[src/rtl/dp_ram_pkg.sv]
// Shared types and helpers for the byte-enabled dual-port RAM with clear sequencer.
// The merge helper lives in a parameterised class so each data width gets its own copy.
package dp_ram_pkg;

  localparam int RD_LAT_MIN = 1;
  localparam int RD_LAT_MAX = 2;

  typedef enum logic {
    CLEAR = 1'b0,
    READY = 1'b1
  } clr_state_t;

  virtual class dp_ram_fn #(parameter int DATA_W = 16);
    // Bytes with be set come from new_w, the rest keep old_w.
    static function logic [DATA_W-1:0] byte_merge(
      input logic [DATA_W-1:0]   old_w,
      input logic [DATA_W-1:0]   new_w,
      input logic [DATA_W/8-1:0] be
    );
      logic [DATA_W-1:0] res;
      res = old_w;
      for (int i = 0; i < DATA_W / 8; i++) begin
        if (be[i]) res[8*i +: 8] = new_w[8*i +: 8];
      end
      return res;
    endfunction
  endclass

endpackage

[src/rtl/dp_ram_out_pipe.sv]
// Read response pipeline: carries {valid, data} through RD_LAT register stages.
// Data registers only load on valid, so the output word holds between reads.
module dp_ram_out_pipe
  import dp_ram_pkg::*;
#(
  parameter int DATA_W = 16,
  parameter int RD_LAT = 1
) (
  input  logic              clk,
  input  logic              rst,
  input  logic              in_valid,
  input  logic [DATA_W-1:0] in_data,
  output logic              out_valid,
  output logic [DATA_W-1:0] out_data
);

  if (RD_LAT < RD_LAT_MIN || RD_LAT > RD_LAT_MAX) begin : g_bad_rd_lat
    $fatal(1, "dp_ram_out_pipe: RD_LAT must be 1 or 2");
  end

  logic [RD_LAT-1:0]             vld_q, vld_d;
  logic [RD_LAT-1:0][DATA_W-1:0] dat_q, dat_d;

  always_comb begin
    vld_d    = '0;
    dat_d    = dat_q;
    vld_d[0] = in_valid;
    if (in_valid) dat_d[0] = in_data;
    for (int s = 1; s < RD_LAT; s++) begin
      vld_d[s] = vld_q[s-1];
      if (vld_q[s-1]) dat_d[s] = dat_q[s-1];
    end
  end

  // Reset flushes in-flight reads so they never surface as r_valid.
  always_ff @(posedge clk or negedge rst) begin
    if (!rst) begin
      vld_q <= '0;
      dat_q <= '0;
    end else begin
      vld_q <= vld_d;
      dat_q <= dat_d;
    end
  end

  assign out_valid = vld_q[RD_LAT-1];
  assign out_data  = dat_q[RD_LAT-1];

endmodule

[src/rtl/dp_ram_be_pipe.sv]
// Single-clock RAM with one write and one read port, per-byte write enables,
// 1/2-cycle read latency, selectable collision mode and a post-reset clear sequencer.
module dp_ram_be_pipe
  import dp_ram_pkg::*;
#(
  parameter  int DATA_W   = 16,
  parameter  int DEPTH    = 12,
  parameter  int RD_LAT   = 1,
  parameter  int WR_FIRST = 1,
  localparam int ADDR_W   = $clog2(DEPTH),
  localparam int BE_W     = DATA_W / 8
) (
  input  logic              clk,
  input  logic              rst,
  input  logic              wr_en,
  input  logic [ADDR_W-1:0] wr_addr,
  input  logic [DATA_W-1:0] w_data,
  input  logic [BE_W-1:0]   wr_be,
  input  logic              rd_en,
  input  logic [ADDR_W-1:0] rd_addr,
  output logic [DATA_W-1:0] r_data,
  output logic              r_valid,
  output logic              ready,
  output logic              addr_err,
  output clr_state_t        dbg_state
);

  if (DATA_W % 8 != 0) begin : g_bad_data_w
    $fatal(1, "dp_ram_be_pipe: DATA_W must be a multiple of 8");
  end

  localparam logic [ADDR_W-1:0] LAST_ADDR = ADDR_W'(DEPTH - 1);

  logic [DATA_W-1:0] mem_q [DEPTH];

  clr_state_t        state_q, state_d;
  logic [ADDR_W-1:0] clr_ptr_q, clr_ptr_d;
  logic              ready_q, ready_d;
  logic              addr_err_q, addr_err_d;

  logic              wr_in_range, rd_in_range;
  logic              wr_acc, rd_acc;
  logic [DATA_W-1:0] wr_merged, rd_word;
  logic              mem_we;
  logic [ADDR_W-1:0] mem_waddr;
  logic [DATA_W-1:0] mem_wdata;

  // Interface contract: ready is a level; wr_en/rd_en are sampled only while
  // ready is high, each accepted read yields exactly one r_valid pulse RD_LAT
  // edges later, and r_data holds its last value whenever r_valid is low.
  always_comb begin
    wr_in_range = (wr_addr <= LAST_ADDR);
    rd_in_range = (rd_addr <= LAST_ADDR);
    wr_acc      = ready_q && wr_en && wr_in_range;
    rd_acc      = ready_q && rd_en && rd_in_range;
    addr_err_d  = ready_q && ((wr_en && !wr_in_range) || (rd_en && !rd_in_range));
    wr_merged   = dp_ram_fn#(DATA_W)::byte_merge(mem_q[wr_addr], w_data, wr_be);
    rd_word     = mem_q[rd_addr];
    if (WR_FIRST != 0 && wr_acc && (wr_addr == rd_addr)) rd_word = wr_merged;
  end

  // The clear sequencer owns the write port until the scrub is done.
  always_comb begin
    state_d   = state_q;
    clr_ptr_d = clr_ptr_q;
    ready_d   = ready_q;
    mem_we    = 1'b0;
    mem_waddr = wr_addr;
    mem_wdata = wr_merged;
    unique case (state_q)
      CLEAR: begin
        mem_we    = 1'b1;
        mem_waddr = clr_ptr_q;
        mem_wdata = '0;
        if (clr_ptr_q == LAST_ADDR) begin
          state_d = READY;
          ready_d = 1'b1;
        end else begin
          clr_ptr_d = clr_ptr_q + ADDR_W'(1);
        end
      end
      READY: begin
        mem_we = wr_acc;
      end
    endcase
  end

  always_ff @(posedge clk or negedge rst) begin
    if (!rst) begin
      state_q    <= CLEAR;
      clr_ptr_q  <= '0;
      ready_q    <= 1'b0;
      addr_err_q <= 1'b0;
    end else begin
      state_q    <= state_d;
      clr_ptr_q  <= clr_ptr_d;
      ready_q    <= ready_d;
      addr_err_q <= addr_err_d;
    end
  end

  always_ff @(posedge clk) begin
    if (mem_we) mem_q[mem_waddr] <= mem_wdata;
  end

  dp_ram_out_pipe #(
    .DATA_W (DATA_W),
    .RD_LAT (RD_LAT)
  ) u_out_pipe (
    .clk       (clk),
    .rst       (rst),
    .in_valid  (rd_acc),
    .in_data   (rd_word),
    .out_valid (r_valid),
    .out_data  (r_data)
  );

  assign ready     = ready_q;
  assign addr_err  = addr_err_q;
  assign dbg_state = state_q;

endmodule

[config.mk]
export PLATFORM = sky130hd
export DESIGN_NAME = dp_ram_be_pipe
export DESIGN_NICKNAME = d
export VERILOG_FILES = /design/src/rtl/dp_ram_pkg.sv /design/src/rtl/dp_ram_out_pipe.sv /design/src/rtl/dp_ram_be_pipe.sv
export SDC_FILE = /design/constraint.sdc
export NUM_CORES = 1
export LEC_CHECK = 0
export ABC_AREA = 1
export CELL_PAD_IN_SITES_DETAIL_PLACEMENT = 1
export CELL_PAD_IN_SITES_GLOBAL_PLACEMENT = 2
export CORE_MARGIN = 3
export CORE_UTILIZATION = 30
export DETAILED_ROUTE_END_ITERATION = 8
export GPL_TIMING_DRIVEN = 0
export HOLD_SLACK_MARGIN = 0.06
export PLACE_DENSITY = 0.65
export SLEW_MARGIN = 10
export SYNTH_ARGS = -nofsm -noshare
export SYNTH_HDL_FRONTEND = slang
export SYNTH_SLANG_ARGS = --single-unit
[constraint.sdc]
create_clock -name clk -period 2.7 [get_ports clk]
set_input_delay 0.54 -clock clk [delete_from_list [all_inputs] [get_ports clk]]
set_output_delay 0.54 -clock clk [all_outputs]
set_load 0.01 [all_outputs]
==> reports/qor.json, run 1 <==
{
  "setup_path": {
    "cp_cell_sequence": "buf_2, clkinv_1, clkbuf_1, nor2_2",
    "worstPathMaxFanout": 12,
    "ff2ff_setup_slack_ns": 0.03,
    "worst-path-buf-inv": 3,
    "cp_slowest_stage_delay_ns": 0.72,
    "crit_path_top_delay_cell": "nor2_2",
    "critical_path_required_ns": 2.96,
    "crit_family": "buffers and inverters",
    "critical_path.endpoint_type": "flip-flop",
    "cp_data_arrival_time_ns": 2.94,
    "category_of_the_critical_setup_timing_path": "reg2reg",
    "start_kind": "flip-flop"
  },
  "logic_synthesis": {
    "post_synth_num_cell_types": 29,
    "synthesis.area_um2": 11400,
    "syn_avg_cell_area_um2": 8.41,
    "synth-seq-cells": 216,
    "synth_fp_nets": 1392,
    "yosys.area.top_type": "edfxtp_1",
    "synth_seq_area_share": 0.556,
    "post_synth_inst_count": 1361,
    "synth_top_area_share": 0.504,
    "synth_warnings": 0,
    "synthTopCellsByArea": "edfxtp_1 50%, nand2_1 15%, nand3_1 12%"
  },
  "drt": {
    "wire_per_inst_um": 24.9,
    "dr_total_vias": 10100,
    "dr.first_iter.drc_count": 738,
    "drt_first_pass_iters": 5,
    "antenna_violating_nets_post_route": 0,
    "route.final.wire_length_um": 49600,
    "route.detailed.vias_per_inst": 5.05,
    "drc": 0
  },
  "global_routing": {
    "via_count_of_the_first_global_routing_pass": 10600,
    "grt_max_degree": 25,
    "antenna_found_initial": 0,
    "wire_length_of_the_first_global_routing_pass_um": 71400,
    "overflow": 0,
    "grtUsageTotal": 0.241
  },
  "sta": {
    "finalCritPeriodShare": 0.990,
    "grt_setup_unrepaired": "true",
    "setup_violation_total_in_the_final_timing_report": 0,
    "slew_headroom": 0.113,
    "fin_worst_hold_slack_ns": 0.481,
    "period_needed_ns": 2.67,
    "clock.fmax_ghz": 0.374,
    "worst_case_setup_margin_in_the_final_layout_ns": 0.0282,
    "final-max-slew-violation-count": 0,
    "hold_viol": 0,
    "max_slew.worst_pin.slew_ns": 1.33,
    "clock-skew-final_ns": 0.0122
  },
  "final_layout": {
    "final_layout_size_suffix_gt1_frac": 0.128,
    "multiInputGateArea_um2": 4210,
    "area_delta_synth_final_pct": 21.5,
    "final-instance-count-excl-fill": 1995,
    "post-route-cell-area_um2": 13900,
    "fillCellCount": 4442,
    "ff_latch_area_um2": 6370,
    "number_of_inserted_diodes": 0,
    "fin_nets": 1501
  },
  "floorplanning": {
    "die_height_um": 201,
    "rows": 70,
    "die_area_um2": 40500,
    "ios": 50,
    "core_area_um2": 37100,
    "floorplan.die.width_um": 201,
    "initial_cell_density_of_the_core": 0.308
  },
  "placement": {
    "gpl.final_weighted_congestion": 0.839,
    "dpl.cell_count": 1922,
    "placement.io_buffers": 46,
    "dpl_cell_area_um2": 12700,
    "dp_hpwl_um": 36300,
    "preCtsSetupSlack_ns": -1.09
  },
  "clock_tree": {
    "path_clk_slew_ns": 0.06,
    "htreeDepth": 1,
    "numClockSinks": 216,
    "cts.root.buffer_cell": "clkbuf_16",
    "worst_skew_pair.late_latency_ns": 0.56,
    "tritoncts": "done",
    "tritoncts.num_buffers": 27,
    "clock_tree.buffer_depth": 3
  },
  "worst_hold_path": {
    "worstHoldPathType": "reg2reg"
  },
  "power_and_ir_drop": {
    "pwr_density_cell_nw_per_um2": 602,
    "total_power_mw": 8.37,
    "leakage_power_summed_over_all_cells_nw": 5.82,
    "vdd_drop_max_v": 0.000476
  },
  "status": {
    "status": "completed"
  },
  "flow_run": {
    "max_cap_viol_count": 0
  }
}
[power by group]
group          total, mW  internal (mW)  leakage [nW]  switching, mW
clock               3.43           1.94         0.406           1.49
sequential          3.79           3.76          1.99         0.0326
combinational       1.15          0.356          3.43          0.790
total               8.37           6.06          5.82           2.31
[cell type report]
type                    count  share of cell area
multi-input cells         929               0.303
clock inverters            12             0.00441
plain buffers              83              0.0369
inverters                 132              0.0362
repair buffers             81              0.0623
clock buffers              38              0.0544
flip-flops and latches    216               0.458
well taps                 504              0.0454
[state kept, by name, indices dropped and copies added (netlist names)]
signal,flops
clr_ptr_q,4
addr_err,1
dbg_state,1
ready,1
u_out_pipe.out_data,16
mem_q,192
u_out_pipe.out_valid,1
[worst reg2reg max path: stages (launching register included)]
cell,delay [ns]
dfrtp_1,0.35
buf_2,0.22
clkinv_1,0.41
clkbuf_1,0.67
nor2_2,0.73
[per-layer routing]
| metal | wire (um) | global-route usage | vias to the layer above | part of all wire |
|---|---|---|---|---|
| li1 | - | - | 4710 | - |
| met1 | 21600 | 0.307 | 5074 | 0.44 |
| met2 | 24500 | 0.426 | 201 | 0.49 |
| met3 | 1430 | 0.0230 | 85 | 0.029 |
| met4 | 2090 | 0.0892 | 0 | 0.042 |
| met5 | 0 | 0 | - | 0 |
[path summary, 6_finish.rpt]
path | from | endpoint | cells after the start
setup / recovery | dbg_state | mem_q[9][8] | 4
setup reg to reg | dbg_state | mem_q[9][8] | 4
hold reg to reg | u_out_pipe.out_data[2] | u_out_pipe.out_data[2] | 2
min in group asynchronous | rst | u_out_pipe.out_data[4] | 2
max in group asynchronous | rst | u_out_pipe.out_data[12] | 2
hold / removal | u_out_pipe.out_data[2] | u_out_pipe.out_data[2] | 2
[metrics by stage]
step           TNS [ns]   util
5_1_grt           -3.19  0.374
4_1_cts           -1.05  0.368
2_1_floorplan         0      -
6_report              0  0.374
3_3_place_gp    -403.60  0.338
3_5_place_dp    -246.24  0.343
[kinds of logic after synthesis]
logic type / share of synthesized area
muxes: 0.000984
and+or+nand+nor: 0.305
DFF: 0.556
adders and majority gates: 0.00109
buffers and inverters: 0.0888
xor gates and xnor gates: 0.00230
AOI/OAI and AO/OA: 0.0458
[cell usage after synthesis (all sizes together)]
cell / n
o211ai: 13
xnor2: 1
nor2: 106
or2: 11
nand3b: 2
o32ai: 1
a21o: 1
ha: 1
o21ai: 27
mux2: 1
xor2: 2
edfxtp: 192
nand2: 447
a21oi: 52
inv: 129
clkbuf: 17
dfrtp: 24
nand3: 264
buf: 67
clkinv: 3
[placed cells by master (no fill, tap or decap), drive strengths merged, types with 24 or more instances in the layout]
cell	netlist	layout
a21oi	52	52
buf	67	102
clkbuf	17	54
clkdlybuf4s50	0	45
dfrtp	24	24
edfxtp	192	192
inv	129	131
nand2	447	447
nand3	264	264
nor2	106	106
o21ai	27	27
[what timing repair did]
item	in CTS	in global routing
hold buffers	1	0
hold endpoints to repair	24	0
gates resized for setup	25	11
endpoints found under the setup margin	232	239
buffers inserted	0	23
pin swaps	1	11
Note: power is estimated with default switching activity, not from simulation.
==> run 2: changes to the inputs <==
ABC_AREA = default   (was 1)
PLACE_DENSITY = 0.57   (was 0.65)
SKIP_CTS_REPAIR_TIMING = 1   (was default)
clock period = 2.92 ns   (was 2.7 ns; I/O delays follow)
==> run 2 against run 1 <==
Against the previous run: utilization shrank 0.63 points; clock skew shrank 0.0019 ns; register-to-register slack gained 0.24 ns; total power shrank 10%; first-iteration DRC count shrank 19%; design area shrank 11%; critical path type is now in2reg; largest cell class unchanged.
==> reports/qor.json, run 2 <==
{
  "sta": {
    "hold_viol": {"value": 0, "change": "unchanged"},
    "fin_worst_hold_slack": {"value": 0.147, "unit": "ns", "change": "-0.335 ns"},
    "clock.fmax_ghz": 0.347,
    "final-max-slew-violation-count": {"value": 0, "change": "unchanged"},
    "slew_headroom": {"value": 0.302, "change": "+0.189"},
    "period_needed_ns": 2.88,
    "setup_violation_total_in_the_final_timing_report": {"value": 0, "change": "unchanged"},
    "max_slew.worst_pin.slew": {"value": 1.05, "unit": "ns", "change": "-0.284 ns"},
    "finalSetupTns": {"value": 0, "unit": "ns", "change": "unchanged"},
    "grt_setup_unrepaired": "true",
    "finalCritPeriodShare": 0.988,
    "clock-skew-final": {"value": 0.0104, "unit": "ns", "change": "-0.00185 ns"}
  },
  "drt": {
    "wire_per_inst": {"value": 29.9, "unit": "um", "change": "+20%"},
    "route.detailed.vias_per_inst": {"value": 5.50, "change": "+9.0%"},
    "dr_total_vias": {"value": 6829, "change": "-32%"},
    "dr.first_iter.drc_count": {"value": 600, "change": "-19%"},
    "route.final.wire_length": {"value": 37100, "unit": "um", "change": "-25%"},
    "antenna_violating_nets_post_route": {"value": 0, "change": "unchanged"},
    "drc": {"value": 0, "change": "unchanged"},
    "drt_first_pass_iters": {"value": 5, "change": "unchanged"}
  },
  "floorplanning": {
    "die_area": {"value": 36700, "unit": "um^2", "change": "-9.4%"},
    "core_area": {"value": 33800, "unit": "um^2", "change": "-9.0%"},
    "initial_cell_density_of_the_core": {"value": 0.306, "change": "-0.00209"},
    "ios": {"value": 50, "change": "unchanged"},
    "rows": {"value": 67, "change": "-4.3%"},
    "die_height": {"value": 192, "unit": "um", "change": "-4.8%"},
    "floorplan.die.width": {"value": 192, "unit": "um", "change": "-4.8%"}
  },
  "global_routing": {
    "via_count_of_the_first_global_routing_pass": {"value": 7329, "change": "-31%"},
    "grtUsageTotal": {"value": 0.199, "change": "-0.0423"},
    "antenna_found_initial": {"value": 1, "change": "+1"},
    "wire_length_of_the_first_global_routing_pass": {"value": 52000, "unit": "um", "change": "-27%"},
    "grt_max_degree": {"value": 25, "change": "unchanged"},
    "overflow": {"value": 0, "change": "unchanged"}
  },
  "logic_synthesis": {
    "yosys.area.top_type": "edfxtp_1",
    "postSynth.asyncResetShare": {"value": 0.111, "change": "unchanged"},
    "syn_avg_cell_area": {"value": 14.8, "unit": "um^2", "change": "+76%"},
    "synth_top_area_share": {"value": 0.558, "change": "+0.0538"},
    "synth_flop_cell": "edfxtp_1",
    "post_synth_num_cell_types": {"value": 49, "change": "+69%"},
    "ranking_of_synthesized_cells_by_instance_count": "192 x edfxtp_1, 137 x mux2i_1, 54 x o22ai_1",
    "post_synth_inst_count": {"value": 697, "change": "-49%"},
    "synth_seq_area_share": {"value": 0.616, "change": "+0.0594"},
    "synth.most_common_cell": "edfxtp_1",
    "synth_fp_nets": {"value": 728, "change": "-48%"},
    "synth_warnings": {"value": 0, "change": "unchanged"},
    "synthTopCellsByArea": "edfxtp_1 56%, mux2i_1 13%, dfrtp_1 5.8%",
    "synthesis.area": {"value": 10300, "unit": "um^2", "change": "-9.6%"},
    "synth-seq-cells": {"value": 216, "change": "unchanged"},
    "synth_enable_flop_cells": {"value": 192, "change": "unchanged"}
  },
  "final_layout": {
    "area_delta_synth_final_pct": 20.2,
    "max_flop_register": "mem_q",
    "fillCellCount": {"value": 3437, "change": "-23%"},
    "layout.cells.most_common": "edfxtp_1",
    "number_of_inserted_diodes": {"value": 0, "change": "unchanged"},
    "final_cell_mix": "192 x edfxtp_1, 137 x mux2i_1, 54 x o22ai_1, 42 x clkdlybuf4s50_1, 27 x clkbuf_16",
    "flip_flop_count_of_the_largest_register_after_layout": {"value": 192, "change": "unchanged"},
    "final-instance-count-excl-fill": {"value": 1241, "change": "-38%"},
    "fin_nets": {"value": 805, "change": "-46%"},
    "final_layout_size_suffix_gt1_frac": {"value": 0.179, "change": "+0.0510"}
  },
  "setup_path": {
    "start_kind": "input pin",
    "worst_r2r_endpoint": "mem_q[5][9]",
    "worstRegToRegCells": {"value": 4, "change": "unchanged"},
    "critical_path_required": {"value": 3.09, "unit": "ns", "change": "+0.13 ns"},
    "ff2ff_setup_slack": {"value": 0.27, "unit": "ns", "change": "+0.24 ns"},
    "worstPathMaxFanout": {"value": 12, "change": "unchanged"},
    "cp_data_arrival_time": {"value": 3.05, "unit": "ns", "change": "+0.11 ns"},
    "critical_path.endpoint_type": "flip-flop",
    "category_of_the_critical_setup_timing_path": "in2reg",
    "rr_startpoint": "dbg_state"
  },
  "status": {
    "status": "completed"
  },
  "worst_hold_path": {
    "worstHoldPathType": "in2async"
  },
  "power_and_ir_drop": {
    "pwr_density_cell": {"value": 606, "unit": "nW/um^2", "change": "+0.68%"},
    "total_switching_power": {"value": 1.80, "unit": "mW", "change": "-22%"},
    "vdd_drop_max": {"value": 0.000405, "unit": "V", "change": "-15%"},
    "p_clk_frac": {"value": 0.422, "change": "+0.012"},
    "power_frac_comb": {"value": 0.110, "change": "-0.027"},
    "cellInternalPower": {"value": 5.73, "unit": "mW", "change": "-5.3%"},
    "leakage_power_summed_over_all_cells": {"value": 4.39, "unit": "nW", "change": "-25%"},
    "pwr-share-seq": {"value": 0.468, "change": "+0.015"},
    "switching_share": {"value": 0.239, "change": "-0.0373"}
  },
  "clock_tree": {
    "clock_tree.buffer_depth": {"value": 3, "change": "unchanged"},
    "htreeDepth": {"value": 1, "change": "unchanged"},
    "numClockSinks": {"value": 216, "change": "unchanged"},
    "path_clk_slew": {"value": 0.06, "unit": "ns", "change": "about the same"},
    "tritoncts.num_buffers": {"value": 26, "change": "-3.7%"},
    "worst_skew_pair.late_latency": {"value": 0.53, "unit": "ns", "change": "-0.03 ns"},
    "tritoncts": "done",
    "cts.root.buffer_cell": "clkbuf_16"
  },
  "placement": {
    "placement.io_buffers": {"value": 43, "change": "-6.5%"},
    "dp_hpwl": {"value": 24200, "unit": "um", "change": "-33%"},
    "dpl.cell_count": {"value": 1193, "change": "-38%"},
    "gpl.final_weighted_congestion": {"value": 0.861, "change": "+2.6%"}
  },
  "flow_run": {
    "max_cap_viol_count": {"value": 0, "change": "unchanged"}
  }
}
run 2: changes by cell type after synthesis, moves of 15 or more:
cell     previous run  this run
o21ai_0            22         1
nand3_1           264         3
mux2i_1             0       137
a31oi_1             0        15
buf_2              38        18
a21oi_1            48         1
nand2_1           447        20
inv_1             124         7
nor2_1            105        35
a22oi_1             0        20
nor3_1              0        17
o22ai_1             0        54
mux2_2              1        24
run 2: how the worst max path moves through the flow:
| stage | start | to |
|---|---|---|
| after floorplan | wr_addr[0] | mem_q[7][0] |
| after global routing | wr_addr[1] | mem_q[9][12] |
| after detailed placement | wr_be[0] | mem_q[8][0] |
| after CTS | wr_be[0] | mem_q[7][4] |
| after global placement | wr_addr[1] | mem_q[11][9] |
| final | wr_addr[1] | mem_q[1][12] |
run 2: power groups by stage:
stage	combinational (mW)	sequential, mW	clock [mW]
4_1_cts	0.828	3.53	3.23
5_1_grt	0.883	3.54	3.37
2_1_floorplan	0.438	3.59	0
3_5_place_dp	0.825	3.59	0
3_3_place_gp	0.793	3.59	0
6_report	0.828	3.53	3.18
run 2: cell type report:
| class | count | area, um^2 | share of cell area |
|---|---|---|---|
| timing repair buffer | 50 | 576 | 0.0463 |
| tap | 448 | 561 | 0.0451 |
| inverter | 8 | 30.0 | 0.00241 |
| clock inverter | 6 | 52.6 | 0.00423 |
| multi-input combinational | 422 | 3730 | 0.300 |
| sequential | 216 | 6370 | 0.512 |
| buffer | 50 | 327 | 0.0263 |
| clock buffer | 41 | 788 | 0.0634 |
run 2: stage by stage:
step / instance area (um^2) / worst slack (ns) / total power, mW / utilization
after floorplan: 10300 / 0.405 / 4.03 / -
after global routing: 12400 / -0.00574 / 7.78 / 0.368
after global placement: 11300 / -1.71 / 4.38 / 0.335
after CTS: 12400 / -0.336 / 7.59 / 0.366
final: 12400 / 0.0355 / 7.53 / 0.368
after detailed placement: 11500 / -0.898 / 4.42 / 0.341
run 2: cell families after synthesis:
logic type / synth area share
DFF: 0.616
muxes: 0.200
AOI/OAI and AO/OA: 0.0966
and+or+nand+nor: 0.0477
buffers and inverters: 0.0346
xor gates and xnor gates: 0.00423
adders and majority gates: 0.00121
run 2: worst max-delay path, cell delays in order:
cell	delay (ns)
clkdlybuf4s50_1	0.51
buf_4	0.26
nor2_2	0.43
buf_2	0.41
a22oi_1	0.16
a31oi_1	0.41
nor2_1	0.28
run 2: layer usage:
layer	GRT usage	vias up	wire length [um]
met5	0	-	8
met4	0.0576	2	1060
met3	0.0234	67	1540
met2	0.333	199	17700
met1	0.272	3580	16800
li1	-	2981	-
==> run 3: changes to the inputs <==
CAP_MARGIN = 10   (was default)
CORE_UTILIZATION = 35   (was 30)
PLACE_DENSITY = 0.64   (was 0.57)
RECOVER_POWER = 100   (was default)
==> run 3 against run 2 <==
Against the previous run: the flow now finishes with violations (capacitance limit, slew limit); via count increased by 2.2%; first-iteration DRC count decreased by 4.7%; die area decreased by 14%; sequential share of layout area increased by 0.43 points; final cell count decreased by 4.6%; worst hold slack improved by 0.30 ns; clock skew decreased by 0.0034 ns; setup slack got worse by 0.034 ns; utilization increased by 5.8 points; register-to-register slack got worse by 0.09 ns; sequential cell count unchanged; largest power group unchanged.
==> reports/qor.json, run 3 (same netlist as run 2, synthesis figures left out) <==
{
  "clock_tree": {
    "worst_skew_pair.late_latency": {"value": 0.53, "unit": "ns", "change": "about the same"},
    "clock_tree.buffer_depth": {"value": 3, "change": "unchanged"},
    "htreeDepth": {"value": 1, "change": "unchanged"},
    "cts.root.buffer_cell": "clkbuf_16",
    "path_clk_slew": {"value": 0.06, "unit": "ns", "change": "about the same"},
    "tritoncts.num_buffers": {"value": 25, "change": "-3.8%"},
    "tritoncts": "done",
    "numClockSinks": {"value": 216, "change": "unchanged"}
  },
  "placement": {
    "dp_hpwl": {"value": 23100, "unit": "um", "change": "-4.5%"},
    "gpl.final_weighted_congestion": {"value": 0.810, "change": "-5.9%"},
    "placement.io_buffers": {"value": 43, "change": "unchanged"},
    "dpl.cell_count": {"value": 1132, "change": "-5.1%"}
  },
  "drt": {
    "antenna_violating_nets_post_route": {"value": 0, "change": "unchanged"},
    "wire_per_inst": {"value": 30.6, "unit": "um", "change": "+2.4%"},
    "route.final.wire_length": {"value": 36200, "unit": "um", "change": "-2.3%"},
    "route.detailed.vias_per_inst": {"value": 5.90, "change": "+7.1%"},
    "drc": {"value": 0, "change": "unchanged"},
    "dr.first_iter.drc_count": {"value": 572, "change": "-4.7%"},
    "drt_first_pass_iters": {"value": 5, "change": "unchanged"},
    "dr_total_vias": {"value": 6981, "change": "+2.2%"}
  },
  "floorplanning": {
    "initial_cell_density_of_the_core": {"value": 0.357, "change": "+0.0513"},
    "core_area": {"value": 28900, "unit": "um^2", "change": "-14%"},
    "ios": {"value": 50, "change": "unchanged"},
    "die_area": {"value": 31600, "unit": "um^2", "change": "-14%"},
    "die_height": {"value": 178, "unit": "um", "change": "-7.2%"},
    "floorplan.die.width": {"value": 178, "unit": "um", "change": "-7.2%"},
    "rows": {"value": 62, "change": "-7.5%"}
  },
  "global_routing": {
    "grtUsageTotal": {"value": 0.227, "change": "+0.0277"},
    "grt_max_degree": {"value": 25, "change": "unchanged"},
    "antenna_found_initial": {"value": 0, "change": "-1"},
    "wire_length_of_the_first_global_routing_pass": {"value": 51000, "unit": "um", "change": "-1.8%"},
    "overflow": {"value": 0, "change": "unchanged"},
    "via_count_of_the_first_global_routing_pass": {"value": 7303, "change": "-0.35%"}
  },
  "power_and_ir_drop": {
    "total_switching_power": {"value": 1.75, "unit": "mW", "change": "-2.9%"},
    "total_power": {"value": 7.37, "unit": "mW", "change": "-2.1%"},
    "cellInternalPower": {"value": 5.63, "unit": "mW", "change": "-1.9%"},
    "leakage_power_summed_over_all_cells": {"value": 4.41, "unit": "nW", "change": "+0.32%"},
    "switching_share": {"value": 0.237, "change": "-0.00185"},
    "vdd_drop_max": {"value": 0.000358, "unit": "V", "change": "-12%"},
    "pwr-share-seq": {"value": 0.478, "change": "+0.010"},
    "power_frac_comb": {"value": 0.110, "change": "about the same"},
    "p_clk_frac": {"value": 0.412, "change": "-0.010"},
    "pwr_density_cell": {"value": 598, "unit": "nW/um^2", "change": "-1.3%"}
  },
  "final_layout": {
    "final_core_utilization": {"value": 0.426, "change": "+0.0581"},
    "fin_nets": {"value": 813, "change": "+0.99%"},
    "fillCellCount": {"value": 2887, "change": "-16%"},
    "number_of_inserted_diodes": {"value": 0, "change": "unchanged"},
    "layout.cells.most_common": "edfxtp_1",
    "max_flop_register": "mem_q",
    "area_delta_synth_final_pct": 19.2,
    "final_layout_size_suffix_gt1_frac": {"value": 0.180, "change": "+0.000933"},
    "final_cell_mix": "192 x edfxtp_1, 137 x mux2i_1, 54 x o22ai_1, 25 x clkbuf_1, 25 x clkbuf_16",
    "flip_flop_count_of_the_largest_register_after_layout": {"value": 192, "change": "unchanged"},
    "final-instance-count-excl-fill": {"value": 1184, "change": "-4.6%"}
  },
  "worst_hold_path": {
    "worstHoldPathType": "in2reg"
  },
  "setup_path": {
    "cp_data_arrival_time": {"value": 3.08, "unit": "ns", "change": "+0.03 ns"},
    "category_of_the_critical_setup_timing_path": "in2reg",
    "start_kind": "input pin",
    "ff2ff_setup_slack": {"value": 0.18, "unit": "ns", "change": "-0.09 ns"},
    "worstPathMaxFanout": {"value": 12, "change": "unchanged"},
    "critical_path.endpoint_type": "flip-flop",
    "critical_path_required": {"value": 3.08, "unit": "ns", "change": "about the same"}
  },
  "sta": {
    "clock.fmax": {"value": 0.343, "unit": "GHz", "change": "-1.2%"},
    "period_needed": {"value": 2.92, "unit": "ns", "change": "+0.0342 ns"},
    "finalCritPeriodShare": {"value": 1.00, "change": "+0.0117"},
    "hold_viol": {"value": 0, "change": "unchanged"},
    "final-max-slew-violation-count": {"value": 25, "change": "+25"},
    "slew_headroom": {"value": -0.317, "change": "-0.619"},
    "grt_setup_unrepaired": "false",
    "clock-skew-final": {"value": 0.00697, "unit": "ns", "change": "-0.00338 ns"},
    "max_slew.worst_pin.slew": {"value": 1.98, "unit": "ns", "change": "+0.929 ns"},
    "setup_violation_total_in_the_final_timing_report": {"value": 0, "change": "unchanged"}
  },
  "status": {
    "status": "finished, violations left",
    "violations": "capacitance limit, slew limit"
  },
  "flow_run": {
    "max_cap_viol_count": {"value": 1, "change": "+1"}
  }
}
-- run 3: cell count changes in the layout (fill, tap and decap cells not counted), moves of 4 or more --
| cell | before | now |
|---|---|---|
| nor2_4 | 13 | 8 |
| buf_2 | 19 | 15 |
| clkbuf_1 | 20 | 25 |
| dlygate4sd3_1 | 0 | 20 |
| nor2_2 | 5 | 11 |
| clkdlybuf4s50_1 | 42 | 22 |
| clkbuf_4 | 0 | 6 |
-- run 3: cell type report --
type	instances	area (um^2)	share of cell area
buffer	50	324	0.0263
clock buffer	37	701	0.0568
clock inverter	8	93.8	0.00761
inverter	8	30.0	0.00244
multi-input combinational	422	3700	0.300
sequential	216	6370	0.516
tap	384	480	0.0390
timing repair buffer	59	632	0.0512
-- run 3: power by group through the flow --
stage / clock network, mW / registers [mW] / logic (mW)
3_3_place_gp: 0 / 3.59 / 0.782
6_report: 3.04 / 3.52 / 0.811
2_1_floorplan: 0 / 3.59 / 0.438
5_1_grt: 3.21 / 3.53 / 0.861
4_1_cts: 3.09 / 3.53 / 0.822
3_5_place_dp: 0 / 3.59 / 0.818
-- run 3: per-stage QoR --
stage                     setup WS [ns]  setup TNS [ns]  hold slack (ns)  cell area, um^2
final                           0.00135               0            0.448            12300
after global routing             0.0107               0            0.449            12300
after detailed placement         -0.696         -164.77            0.482            11500
after global placement            -1.73         -339.75            0.478            11300
after floorplan                   0.405               0            0.288            10300
after CTS                        -0.160           -7.15            0.166            12300
-- run 3: routing by layer --
metal / track usage / share of wire / vias up / wire [um]
li1: - / - / 2992 / -
met1: 0.315 / 0.44 / 3695 / 15900
met2: 0.379 / 0.48 / 240 / 17500
met3: 0.0276 / 0.052 / 54 / 1870
met4: 0.0550 / 0.024 / 0 / 869
met5: 0 / 0 / - / 0
-- run 3: final timing paths --
| kind | cells past startpoint | from | to |
|---|---|---|---|
| setup / recovery | 7 | wr_addr[1] | mem_q[1][12] |
| hold / removal | 3 | rd_addr[3] | addr_err |
| setup reg to reg | 5 | dbg_state | mem_q[4][8] |
| hold reg to reg | 2 | u_out_pipe.out_data[6] | u_out_pipe.out_data[6] |
| max in group asynchronous | 1 | rst | u_out_pipe.out_data[6] |
| min in group asynchronous | 1 | rst | addr_err |
-- run 3: critical path, cell delays in order --
cell and delay [ns]:
clkdlybuf4s50_1 0.59, nor2b_1 0.16, clkbuf_1 0.42, buf_2 0.46, a22oi_1 0.17, a31oi_1 0.40, nor2_1 0.28
